<file path="config.mk">
export PLATFORM = sky130hd
export DESIGN_NAME = ysyx_23060332_wbu
export DESIGN_NICKNAME = d
export VERILOG_FILES = /design/src/rtl/ysyx_23060332_wbu.sv
export SDC_FILE = /design/constraint.sdc
export NUM_CORES = 1
export LEC_CHECK = 0
export ABC_AREA = 1
export CORE_AREA = 2 2 114 88
export DETAILED_ROUTE_END_ITERATION = 10
export DIE_AREA = 0 0 116 90
export PLACE_DENSITY = 0.89
export SLEW_MARGIN = 20
export SYNTH_ARGS = -nofsm -noshare
export SYNTH_HDL_FRONTEND = slang
export SYNTH_SLANG_ARGS = --single-unit
</file>
<file path="constraint.sdc">
create_clock -name clk -period 4 [get_ports clk]
set_clock_uncertainty 0.05 [all_clocks]
set_input_delay 0.8 -clock clk [delete_from_list [all_inputs] [get_ports clk]]
set_output_delay 0.8 -clock clk [all_outputs]
set_load 0.01 [all_outputs]
</file>
<file path="src/rtl/ysyx_23060332_wbu.sv">
// Writeback unit: takes one EXU result at a time, performs the data-memory read for loads,
// extracts and extends the loaded value, then commits to the register file for one cycle.
module ysyx_23060332_wbu (
   input  logic        clk,
   input  logic        rst,
   input  logic        in_valid,
   output logic        in_ready,
   input  logic [4:0]  in_rd,
   input  logic [31:0] in_result,
   input  logic        in_wen,
   input  logic        in_load,
   input  logic [2:0]  in_funct3,
   output logic        mem_req,
   output logic [31:0] mem_addr,
   input  logic        mem_rvalid,
   input  logic [31:0] mem_rdata,
   output logic        reg_wen,
   output logic [4:0]  waddr,
   output logic [31:0] wdata,
   output logic        wb_done,
   output logic        ld_misalign
);

   typedef enum logic [1:0] {IDLE, LOAD_REQ, MEM_WAIT, COMMIT} state_t;

   state_t      state_q, state_d;
   logic [4:0]  rd_q, rd_d;
   logic [31:0] result_q, result_d;
   logic        wen_q, wen_d;
   logic        load_q, load_d;
   logic [2:0]  funct3_q, funct3_d;
   logic [31:0] data_q, data_d;
   logic        mis_q, mis_d;

   logic [1:0]  byte_off;
   logic [7:0]  byte_v;
   logic [15:0] half_v;
   logic [31:0] ext_data;
   logic        ext_mis;

   // Load extraction works on the latched byte address and the live read word.
   always_comb begin
      byte_off = result_q[1:0];
      byte_v   = mem_rdata[{byte_off, 3'b000} +: 8];
      half_v   = byte_off[1] ? mem_rdata[31:16] : mem_rdata[15:0];
      ext_data = mem_rdata;
      ext_mis  = 1'b0;
      case (funct3_q)
         3'd0: ext_data = {{24{byte_v[7]}}, byte_v};
         3'd4: ext_data = {24'd0, byte_v};
         3'd1: begin
            ext_data = {{16{half_v[15]}}, half_v};
            ext_mis  = byte_off[0];
         end
         3'd5: begin
            ext_data = {16'd0, half_v};
            ext_mis  = byte_off[0];
         end
         default: begin
            ext_data = mem_rdata;
            ext_mis  = (byte_off != 2'd0);
         end
      endcase
   end

   always_comb begin
      state_d  = state_q;
      rd_d     = rd_q;
      result_d = result_q;
      wen_d    = wen_q;
      load_d   = load_q;
      funct3_d = funct3_q;
      data_d   = data_q;
      mis_d    = mis_q;
      case (state_q)
         IDLE: begin
            if (in_valid) begin
               rd_d     = in_rd;
               result_d = in_result;
               wen_d    = in_wen;
               load_d   = in_load;
               funct3_d = in_funct3;
               mis_d    = 1'b0;
               if (in_load) begin
                  state_d = LOAD_REQ;
               end else begin
                  data_d  = in_result;
                  state_d = COMMIT;
               end
            end
         end
         LOAD_REQ: state_d = MEM_WAIT;
         MEM_WAIT: begin
            if (mem_rvalid) begin
               data_d  = ext_mis ? 32'd0 : ext_data;
               mis_d   = ext_mis;
               state_d = COMMIT;
            end
         end
         COMMIT:   state_d = IDLE;
         default:  state_d = IDLE;
      endcase
   end

   always_ff @(posedge clk) begin
      if (rst) begin
         state_q  <= IDLE;
         rd_q     <= 5'd0;
         result_q <= 32'd0;
         wen_q    <= 1'b0;
         load_q   <= 1'b0;
         funct3_q <= 3'd0;
         data_q   <= 32'd0;
         mis_q    <= 1'b0;
      end else begin
         state_q  <= state_d;
         rd_q     <= rd_d;
         result_q <= result_d;
         wen_q    <= wen_d;
         load_q   <= load_d;
         funct3_q <= funct3_d;
         data_q   <= data_d;
         mis_q    <= mis_d;
      end
   end

   // Outputs are pure decodes of registered state; only in_ready also looks at rst.
   assign in_ready = (state_q == IDLE) && !rst;

   always_comb begin
      mem_req     = (state_q == LOAD_REQ);
      mem_addr    = mem_req ? {result_q[31:2], 2'b00} : 32'd0;
      wb_done     = (state_q == COMMIT);
      reg_wen     = wb_done && wen_q && (rd_q != 5'd0);
      waddr       = wb_done ? rd_q : 5'd0;
      wdata       = wb_done ? data_q : 32'd0;
      ld_misalign = wb_done && load_q && mis_q;
   end

endmodule

</file>
# Word level (Yosys, flattened, before mapping)
# Cells that the tools add are included.
dict set report word_totals {
  wordCells 53
  register_bits 77
  inputBits 78
  output_inout_bits 74
}
dict set report classes {
  eq_ne 9
  n_shift 1
  reduce_logical 17
  muxes 18
}
# op count
set ops {}
lappend ops {{2-to-1 mux 32 bit} 6}
lappend ops {{case mux 32 bit (4 select lines)} 1}
lappend ops {{case mux 32 bit (2 select lines)} 1}
lappend ops {{indexed part select 32 x 6 -> 8 bit} 1}
lappend ops {{2-to-1 mux 16 bit} 1}
lappend ops {{case mux 2 bit (4 select lines)} 1}
lappend ops {{== test 3 bit (second input constant)} 2}
lappend ops {{2-to-1 mux 2 bit} 3}
lappend ops {{!= test 2 bit (second input constant)} 3}
lappend ops {{logical AND 1 bit} 5}
lappend ops {{2-to-1 mux 5 bit} 1}
lappend ops {{nonzero test 5 bit} 1}
lappend ops {{== test 2 bit (second input constant)} 2}
lappend ops {{case mux 1 bit (2 select lines)} 2}
lappend ops {{AND reduction 2 bit} 2}
lappend ops {{AND reduction 4 bit} 1}
lappend ops {{nonzero test 2 bit} 2}
lappend ops {{OR reduction 2 bit} 2}
lappend ops {{== test 3 x 1 -> 1 bit (second input constant)} 1}
lappend ops {{zero test 3 bit} 1}
lappend ops {{AND reduction 3 bit} 1}
lappend ops {{== test 2 x 1 -> 1 bit (second input constant)} 1}
lappend ops {{zero test 2 bit} 1}
lappend ops {{2-to-1 mux 1 bit} 2}
lappend ops {{zero test 1 bit} 1}

# Longest topological paths before layout
dict set report logic_depth {
  word_depth 6
  depth_mapped 11
  depth_no_buf 9
}

# Worst setup path after synthesis
# Ideal clock, no wire load.
dict set report synth_timing {
  kind {reg2out}
  startpoint {reg state_q[0]}
  endpoint {out wdata[21]}
  path_buffers 2
  slack_ps 1820
  required_ps 3150
  path_stages_with_launch 6
  t_arrival_ps 1330
  path_cell_list {dfxtp_1 -> ha_1 -> clkbuf_1 -> buf_1 -> nand2_1 -> inv_1}
}
dict set report synth_via {
  elab_chain_len 2
}
# item line
set synth_lines {}
lappend synth_lines {{start: declaration} 26} ;# state_t state_q, state_d;
lappend synth_lines {{start signal: assignment} 116} ;# state_q <= state_d;
lappend synth_lines {{== test 2 bit} 133} ;# wb_done = (state_q == COMMIT);
lappend synth_lines {{net wb_done} 20} ;# output logic wb_done,
lappend synth_lines {{2-to-1 mux 32 bit} 136} ;# wdata = wb_done ? data_q : 32'd0;
lappend synth_lines {{end: declaration} 19} ;# output logic [31:0] wdata,
# The timed path passes the listed nets, and every way through them passes these cells.

# Final worst setup path
dict set report layout_timing {
  startpoint {reg state_q[0]}
  endpoint {out ld_misalign}
}
dict set report layout_via {
  elab_chain_len 3
}
# item line
set layout_lines {}
lappend layout_lines {{== test 2 bit} 133}
lappend layout_lines {{logical AND 1 bit (2 in series)} 137} ;# ld_misalign = wb_done && load_q && mis_q;
lappend layout_lines {{end: declaration} 21} ;# output logic ld_misalign
# Every way passes these cells.

==> run metrics <==
status complete, no violations; Synth Area in XOR/XNOR 0%; Synth Instances 800; Tightest Hold Check Type register to register; unrepaired setup endpoints after global routing false; vias per cell 4.74; cts hold-fix bufs 0; Leakage 0.00343 uW; Area growth syn-to-layout 39.0%; Tmin final 3.15 ns; sequential-to-total area share from yosys stat 33.6%; CTS tree yes; first-pass GRT wire length 21,600 um; max cap viols 0; worst setup path class register to primary output; Distinct cells, synth 27; Die Area 10,400 um2; Yosys Warn Count 0; Crit. End Element primary output; Die Wd 116 um; Clock Latency Late Sink 0.33 ns; Max rail drop VDD 0.377 mV; fin worst setup slack 0.852 ns; switching fraction of total power 42.6%; hold depth 2; worst reg-to-reg path cell count 10; leading area contributor after synthesis dfxtp_1; compound-gate portion of the synthesized area 14.1%; PD cells 603 nW/um2; Synth top area share 33.6%; critical path's slowest cell clkdlybuf4s50_1; Startpoint Class register; clock buffer depth 2; largest family of logic cells by synthesized area simple AND/OR/NAND/NOR gates; DR pass1 iterations 5; area of the core 9390 um2; final hold vios 0; post-route ant nets 0; clk root buf clkbuf_16; via count 5,027; Die Ht 90 um; Post-Synthesis Cell Area 4580 um2; H-Tree Depth 3; number of DRC markers in iteration 0 392; # Post-CTS Setup Buffers 0; max_slew headroom 41.8%; Clock Pin Slew Worst Setup and Hold Paths 0.06 ns; fin. max-slew vios 0; vias in the first global route 4,367; per-cell routed wire length 12.6 um; port buffer count 149; Crit Path Max Fanout 31; Initial Util 48.8%; sequential share of power 32.6%; post-synthesis simple-gate area fraction 34.0%; worst path cell trace ha_1 > buf_4 > and3_1 > clkdlybuf4s50_1; Synth Area in Adders 1.37%; Int Pwr 2200 uW; DR DRC count 0; CP peak stage delay 0.53 ns; final WL 13,300 um; Peak Freq 0.318 GHz; largest net degree at the start of global routing 60; Non-Filler Instances 1,060; Sink Count 77; Synth area leaders dfxtp_1, nand2_1, inv_1, nor2_1, a21oi_1; DPL Wire Length 9790 um; post-synthesis mux area share 0%; power share of the clock group 20.7%; NetSw 1630 uW; share of cells above drive strength 1 5.17%; post-route setup TNS 0 ns; ant diodes 0; Synth Area per Inst 5.73 um2; Worst-Margin Slew 0.871 ns; CTS buffer count 9; Placer Congestion 0.874; gr usage total 25.7%; post-CTS resize count 0; placed insts 1,045; I/O Pins 152; flops & latches, synth 77; nets 1,007; Critical Path AT 2.30 ns; initial antenna violation count 0; pre-CTS setup slack 1.20 ns; # setup viols final 0; CP required 3.15 ns; GRT Residual Overflow 0; Row Count 31; Tcrit/Tclk final 78.7%; Logic pwr share 46.7%
==> layout by cell type (no fill, tap or decap), drive strengths merged <==
master | synthesis | layout
o21ai | 46 | 46
and3 | 1 | 1
ha | 5 | 5
buf | 18 | 9
dfxtp | 77 | 77
nor2 | 132 | 132
clkdlybuf4s50 | 0 | 149
nand4 | 1 | 1
or2 | 7 | 7
inv | 143 | 144
clkinvlp | 0 | 2
nand3b | 1 | 1
a31oi | 1 | 1
nand3 | 4 | 4
nor3 | 2 | 2
bufinv | 0 | 1
nand2 | 252 | 252
a211oi | 1 | 1
a21oi | 80 | 80
conb | 1 | 2
clkinv | 0 | 2
clkbuf | 28 | 9
==> worst max-delay path, delay by kind of cell (launching register included) <==
family / cells / cell delay, ns
buffers and inverters: 2 / 0.93
DFF: 1 / 0.37
adders and majority gates: 1 / 0.45
and+or+nand+nor: 1 / 0.20
==> area by class of cell <==
cell class / count / area [um2]
clock buffers: 9 / 225
clock inverters: 6 / 63.8
fillers: 857 / 3020
inverters: 143 / 537
multi-input cells: 535 / 2280
flip-flops and latches: 77 / 1540
well taps: 132 / 165
repair buffers: 158 / 1560
==> power by group through the flow <==
stage / Sequential [uW] / Clock [uW] / Combinational [uW]
after CTS: 1250 / 806 / 1780
after detailed placement: 1260 / 0 / 1770
after floorplan: 1180 / 0 / 1340
final: 1250 / 796 / 1790
after global routing: 1290 / 851 / 2030
after global placement: 1260 / 0 / 1730
==> Yosys cell counts, drive strengths merged <==
master,n
nand2,252
inv,143
nor2,132
a21oi,80
dfxtp,77
o21ai,46
clkbuf,28
buf,18
or2,7
ha,5
nand3,4
nor3,2
a211oi,1
a31oi,1
and3,1
conb,1
nand3b,1
nand4,1
==> sequential cells by signal (all words and copies together) (netlist names) <==
signal / flops
rd_q: 5
result_q: 32
mis_q: 1
data_q: 32
funct3_q: 3
load_q: 1
state_q: 2
wen_q: 1
==> metal layers <==
| layer | GRT usage [%] | part of all wire [%] | vias up |
|---|---|---|---|
| met5 | 0 | 0 | - |
| met1 | 37.9 | 47 | 2232 |
| li1 | - | - | 2609 |
| met4 | 4.86 | 1.0 | 0 |
| met3 | 5.12 | 7.9 | 12 |
| met2 | 39.2 | 44 | 174 |
==> stage by stage <==
stage                     total power (uW)  cell area [um2]  hold slack (ns)  utilization [%]
final                                 3840             6370            0.414             67.9
after detailed placement              3030             6080            0.407             64.8
after global placement                2990             6080            0.413             64.8
after global routing                  4170             6370            0.433             67.9
after floorplan                       2520             4590            0.383                -
after CTS                             3840             6370            0.416             67.9
==> worst paths after layout <==
kind                    from           to  slack, ns
setup reg to reg  state_q[0]   data_q[21]       1.73
hold reg to reg        mis_q        mis_q       0.41
setup / recovery  state_q[0]  ld_misalign       0.85
hold / removal         mis_q        mis_q       0.41
==> cell families after synthesis <==
family,after synthesis
and+or+nand+nor,400
buffers and inverters,189
AOI/OAI and AO/OA,128
DFF,77
adders and majority gates,5
other,1
Note: power is estimated with default switching activity, not from simulation.
==> patch 1 (same flow settings) <==
Make the reset (`rst`) asynchronous in one clocked block.
--- a/src/rtl/ysyx_23060332_wbu.sv
+++ b/src/rtl/ysyx_23060332_wbu.sv
@@ -103,5 +103,5 @@
    end
 
-   always_ff @(posedge clk) begin
+   always_ff @(posedge clk or posedge rst) begin
       if (rst) begin
          state_q  <= IDLE;
Function: differs if rst is asserted again (counterexample within 4 cycles, from zero or initial values and one cycle with rst high); with rst held inactive, the same outputs for 4 cycles.
==> patch 1 against the unedited design <==
Critical path depth increased by 1. Routed wire length increased by 1.2%. Synthesized area increased by 1.8%. Total power increased by 28%. Sequential cell count unchanged. Synthesized cell count decreased by 13%. First-iteration DRC count increased by 1.3%. Cell area increased by 2.1%. Setup slack improved by 0.25 ns.
==> patch 1: results (changes against the unedited design) <==
* Status: finished, final reports clean
* Fraction of layout cells with a size suffix above 1 at 7.70% (+2.5 points)
* Final Non-Filler Cells at 963 (-9.2%)
* Clock Tree Root: clkbuf_16
* Utilization after layout at 69.3% (+1.4 points)
* Total GRT Usage at 26.3% (+0.60 points)
* Library cells used by synthesis at 29 (+7.4%)
* Clock Latency Late Sink at 0.33 ns (about the same)
* Post-CTS setup buffers at 0 (unchanged)
* Fillers at 794 (-7.4%)
* Max Slew Vio Count at 0 (unchanged)
* Sequential-to-total area share from yosys stat at 41.3% (+7.7 points)
* Peak VDD IR at 0.000392 V (+4.0%)
* Via count at 4704 (-6.4%)
* Detailed Routing Iterations Pass 1 at 5 (unchanged)
* Inst Count DP at 947 (-9.4%)
* Peak fanout along the critical path at 40 (+29%)
* Num CTS Buffers at 9 (unchanged)
* Int Power at 2770 µW (+25%)
* NumNets Final at 909 (-9.7%)
* Ranking of synthesized cells by area: dfrtp_1 41%, nand2_1 15%, inv_1 10%
* Yosys warns at 0 (unchanged)
* Ys async rst share at 100% (+100 points)
* First-pass GRT wire length at 21900 µm (+1.4%)
* Worst path max stage delay at 0.54 ns
* Antenna violations before repair at 0 (unchanged)
* P_leak at 0.00345 µW (+0.43%)
* Dpl hpwl at 9570 µm (-2.2%)
* Synth Area in Compound Gates at 14.1% (-0.066 points)
* Most frequent cells after synthesis: 189 x nand2_1, 128 x inv_1, 99 x nor2_1, 77 x dfrtp_1, 58 x a21oi_1
* Slew @ Worst Pin at 0.963 ns (+0.0919 ns)
* Ant diodes at 0 (unchanged)
* Most common cell after layout, fill and taps aside: nand2_1
* Synth Area in Adders at 1.34% (-0.025 points)
* Largest net degree at the start of global routing at 54 (-10%)
* Syn_area_per_cell at 6.72 µm² (+17%)
* Vias in the first global route at 4445 (+1.8%)
* Clock Path Buffers at 2 (unchanged)
* Pre-CTS WS at 1.23 ns (+0.0336 ns)
* GPL Wtd Cong at 1.01 (+15%)
* Dpl cell area at 6200 µm² (+2.0%)
* Portion of netlist area occupied by mux cells at 1.93% (+1.9 points)
* # H-tree levels at 3 (unchanged)
* WP data arrival at 2.05 ns (-0.25 ns)
* WL per Instance at 14.0 µm (+11%)
* PostCTS Resize Cnt at 0 (unchanged)
* Starting DRT DRC Count at 397 (+1.3%)
==> patch 1: area by class of cell <==
cell class / instances / share of cell area [%]
Clock buffer: 10 / 3.68
Inverter: 132 / 7.64
Multi-Input combinational cell: 449 / 31.7
Tap cell: 132 / 2.54
Sequential cell: 77 / 29.6
Clock inverter: 6 / 0.962
Timing Repair Buffer: 157 / 23.9
==> patch 1: cells by family after synthesis <==
group | after synthesis
AOI/OAI and AO/OA | 123
adders and majority gates | 5
buffers and inverters | 169
DFF | 77
muxes | 8
other | 1
and+or+nand+nor | 311
==> patch 1: worst max-delay path, delay by kind of cell, from the launching register on <==
kind	cells	cell delay [ns]
buffers and inverters	3	1.02
flip-flops	1	0.38
AND/OR/NAND/NOR	1	0.14
adder cells (fa/ha/maj)	1	0.16
==> patch 1: worst paths after layout <==
kind / startpoint / endpoint / slack (ns) / depth (start not counted)
setup / recovery: state_q[1] / reg_wen / 1.10 / 5
setup reg to reg: funct3_q[1] / data_q[23] / 1.28 / 7
min in group asynchronous: rst / result_q[30] / 0.90 / 2
hold / removal: data_q[2] / data_q[2] / 0.43 / 2
hold reg to reg: data_q[2] / data_q[2] / 0.43 / 2
max in group asynchronous: rst / data_q[8] / 2.25 / 3
==> patch 1: power by group through the flow <==
stage / Clock, µW / Sequential, µW / Combinational [µW]
global route: 886 / 1520 / 2910
finish: 834 / 1480 / 2600
global placement: 0 / 1470 / 2520
floorplan: 0 / 1350 / 1810
CTS: 844 / 1470 / 2600
detailed placement: 0 / 1480 / 2580
==> patch 1: metal layers <==
layer	track usage, %	wire length, µm	vias to the layer above	share of wire (%)
li1	-	-	2338	-
met2	41.3	6090	200	45
met5	0	0	-	0
met1	37.2	6200	2152	46
met4	4.66	119	0	0.88
met3	6.95	1090	14	8.1
==> patch 2 (config.mk and constraints unchanged) <==
Without the edit above. Encoding of `state_t`: now one-hot (4 bits for 4 states).
--- a/src/rtl/ysyx_23060332_wbu.sv
+++ b/src/rtl/ysyx_23060332_wbu.sv
@@ -22,5 +22,5 @@
 );
 
-   typedef enum logic [1:0] {IDLE, LOAD_REQ, MEM_WAIT, COMMIT} state_t;
+   typedef enum logic [3:0] {IDLE = 4'b0001, LOAD_REQ = 4'b0010, MEM_WAIT = 4'b0100, COMMIT = 4'b1000} state_t;
 
    state_t      state_q, state_d;
Function: no difference found for any inputs over 4 cycles, from zero or initial values and one cycle with rst high; so few cycles prove little.
==> patch 2 against the unedited design <==
Sequential share of layout area up 1.1 points. Highest routed layer unchanged. Routed wire length unchanged. Sequential cell count up 2. Synthesized area down 2.3%. Global-route usage down 0.18 points. Cell area down 1.7%. Setup slack worse by 0.12 ns.
Power is not compared: it rests on default switching activity, and its combinational part moved more than twofold at a synthesized area within 25%.
==> patch 2: results (changes against the unedited design) <==
* Status: finished, final reports clean
* Synth Area in Compound Gates at 15.3% (+1.1 points)
* Ranking of synthesized cells by area: dfxtp_1 35%, nand2_1 16%, nor2_1 15%
* Via/cell ratio at 4.84 (+2.0%)
* R2r worst-path depth at 9 (-1)
* M3 GR Usage at 5.19% (+0.067 points)
* Clock Path Buffers at 2 (unchanged)
* CP Launch Point: state_q[3]
* Met2 Use GR at 35.8% (-3.4 points)
* Detailed Routing Iterations Pass 1 at 5 (unchanged)
* Pre-CTS WS at 1.04 ns (-0.165 ns)
* First-pass GRT wire length at 21300 µm (-1.5%)
* Total GRT Usage at 25.6% (-0.18 points)
* Met2 WL at 5340 µm (-9.7%)
* WL per Instance at 13.0 µm (+3.1%)
* Final Non-Filler Cells at 1028 (-3.0%)
* Most frequent cells after synthesis: 187 x nand2_1, 178 x nor2_1, 110 x inv_1, 84 x a21oi_1, 79 x dfxtp_1
* RR Startpoint: state_q[2]
* Met1 Track Usage GR at 39.1% (+1.2 points)
* Final period util at 81.8% (+3.1 points)
* Dpl hpwl at 9700 µm (-0.89%)
* Sequential-to-total area share from yosys stat at 35.3% (+1.7 points)
* Slew margin rel. at 36.2% (-5.7 points)
* Terminus of the critical flop-to-flop path: data_q[11]
* Synthesized instance count at 770 (-3.8%)
* Met3 Routed Length at 1200 µm (+14%)
* Vias in the first global route at 4287 (-1.8%)
* Worst R2R Setup Slack at 1.53 ns (-0.20 ns)
* Fraction of layout cells with a size suffix above 1 at 4.46% (-0.71 points)
* Dpl cell area at 5970 µm² (-1.8%)
* GPL Wtd Cong at 0.922 (+5.5%)
* WP data arrival at 2.42 ns (+0.12 ns)
* Met1 WL at 6540 µm (+4.7%)
==> patch 2: cell types whose count changed after synthesis, sizes merged, moves of 2 or more <==
cell	before	now
nand3	4	13
inv	143	112
o21ai	46	48
nand2	252	190
ha	5	0
dfxtp	77	79
a21oi	80	84
nor2	132	181
==> patch 2: worst min-delay path by stage <==
stage / endpoint / slack, ns / from / cells after the start
3_3_place_gp: result_q[28] / 0.39 / result_q[28] / 2
2_1_floorplan: result_q[13] / 0.38 / result_q[13] / 2
4_1_cts: result_q[24] / 0.40 / result_q[24] / 2
3_5_place_dp: result_q[24] / 0.39 / result_q[24] / 2
5_1_grt: result_q[24] / 0.41 / result_q[24] / 2
6_report: result_q[6] / 0.40 / result_q[6] / 2
==> patch 2: final cells by class <==
class	count	area, µm²	share of cell area (%)
Tap cell	132	165	2.64
Timing Repair Buffer	156	1540	24.7
Multi-Input combinational cell	533	2260	36.1
Sequential cell	79	1580	25.3
Clock buffer	10	229	3.66
Clock inverter	5	58.8	0.939
Inverter	113	424	6.77
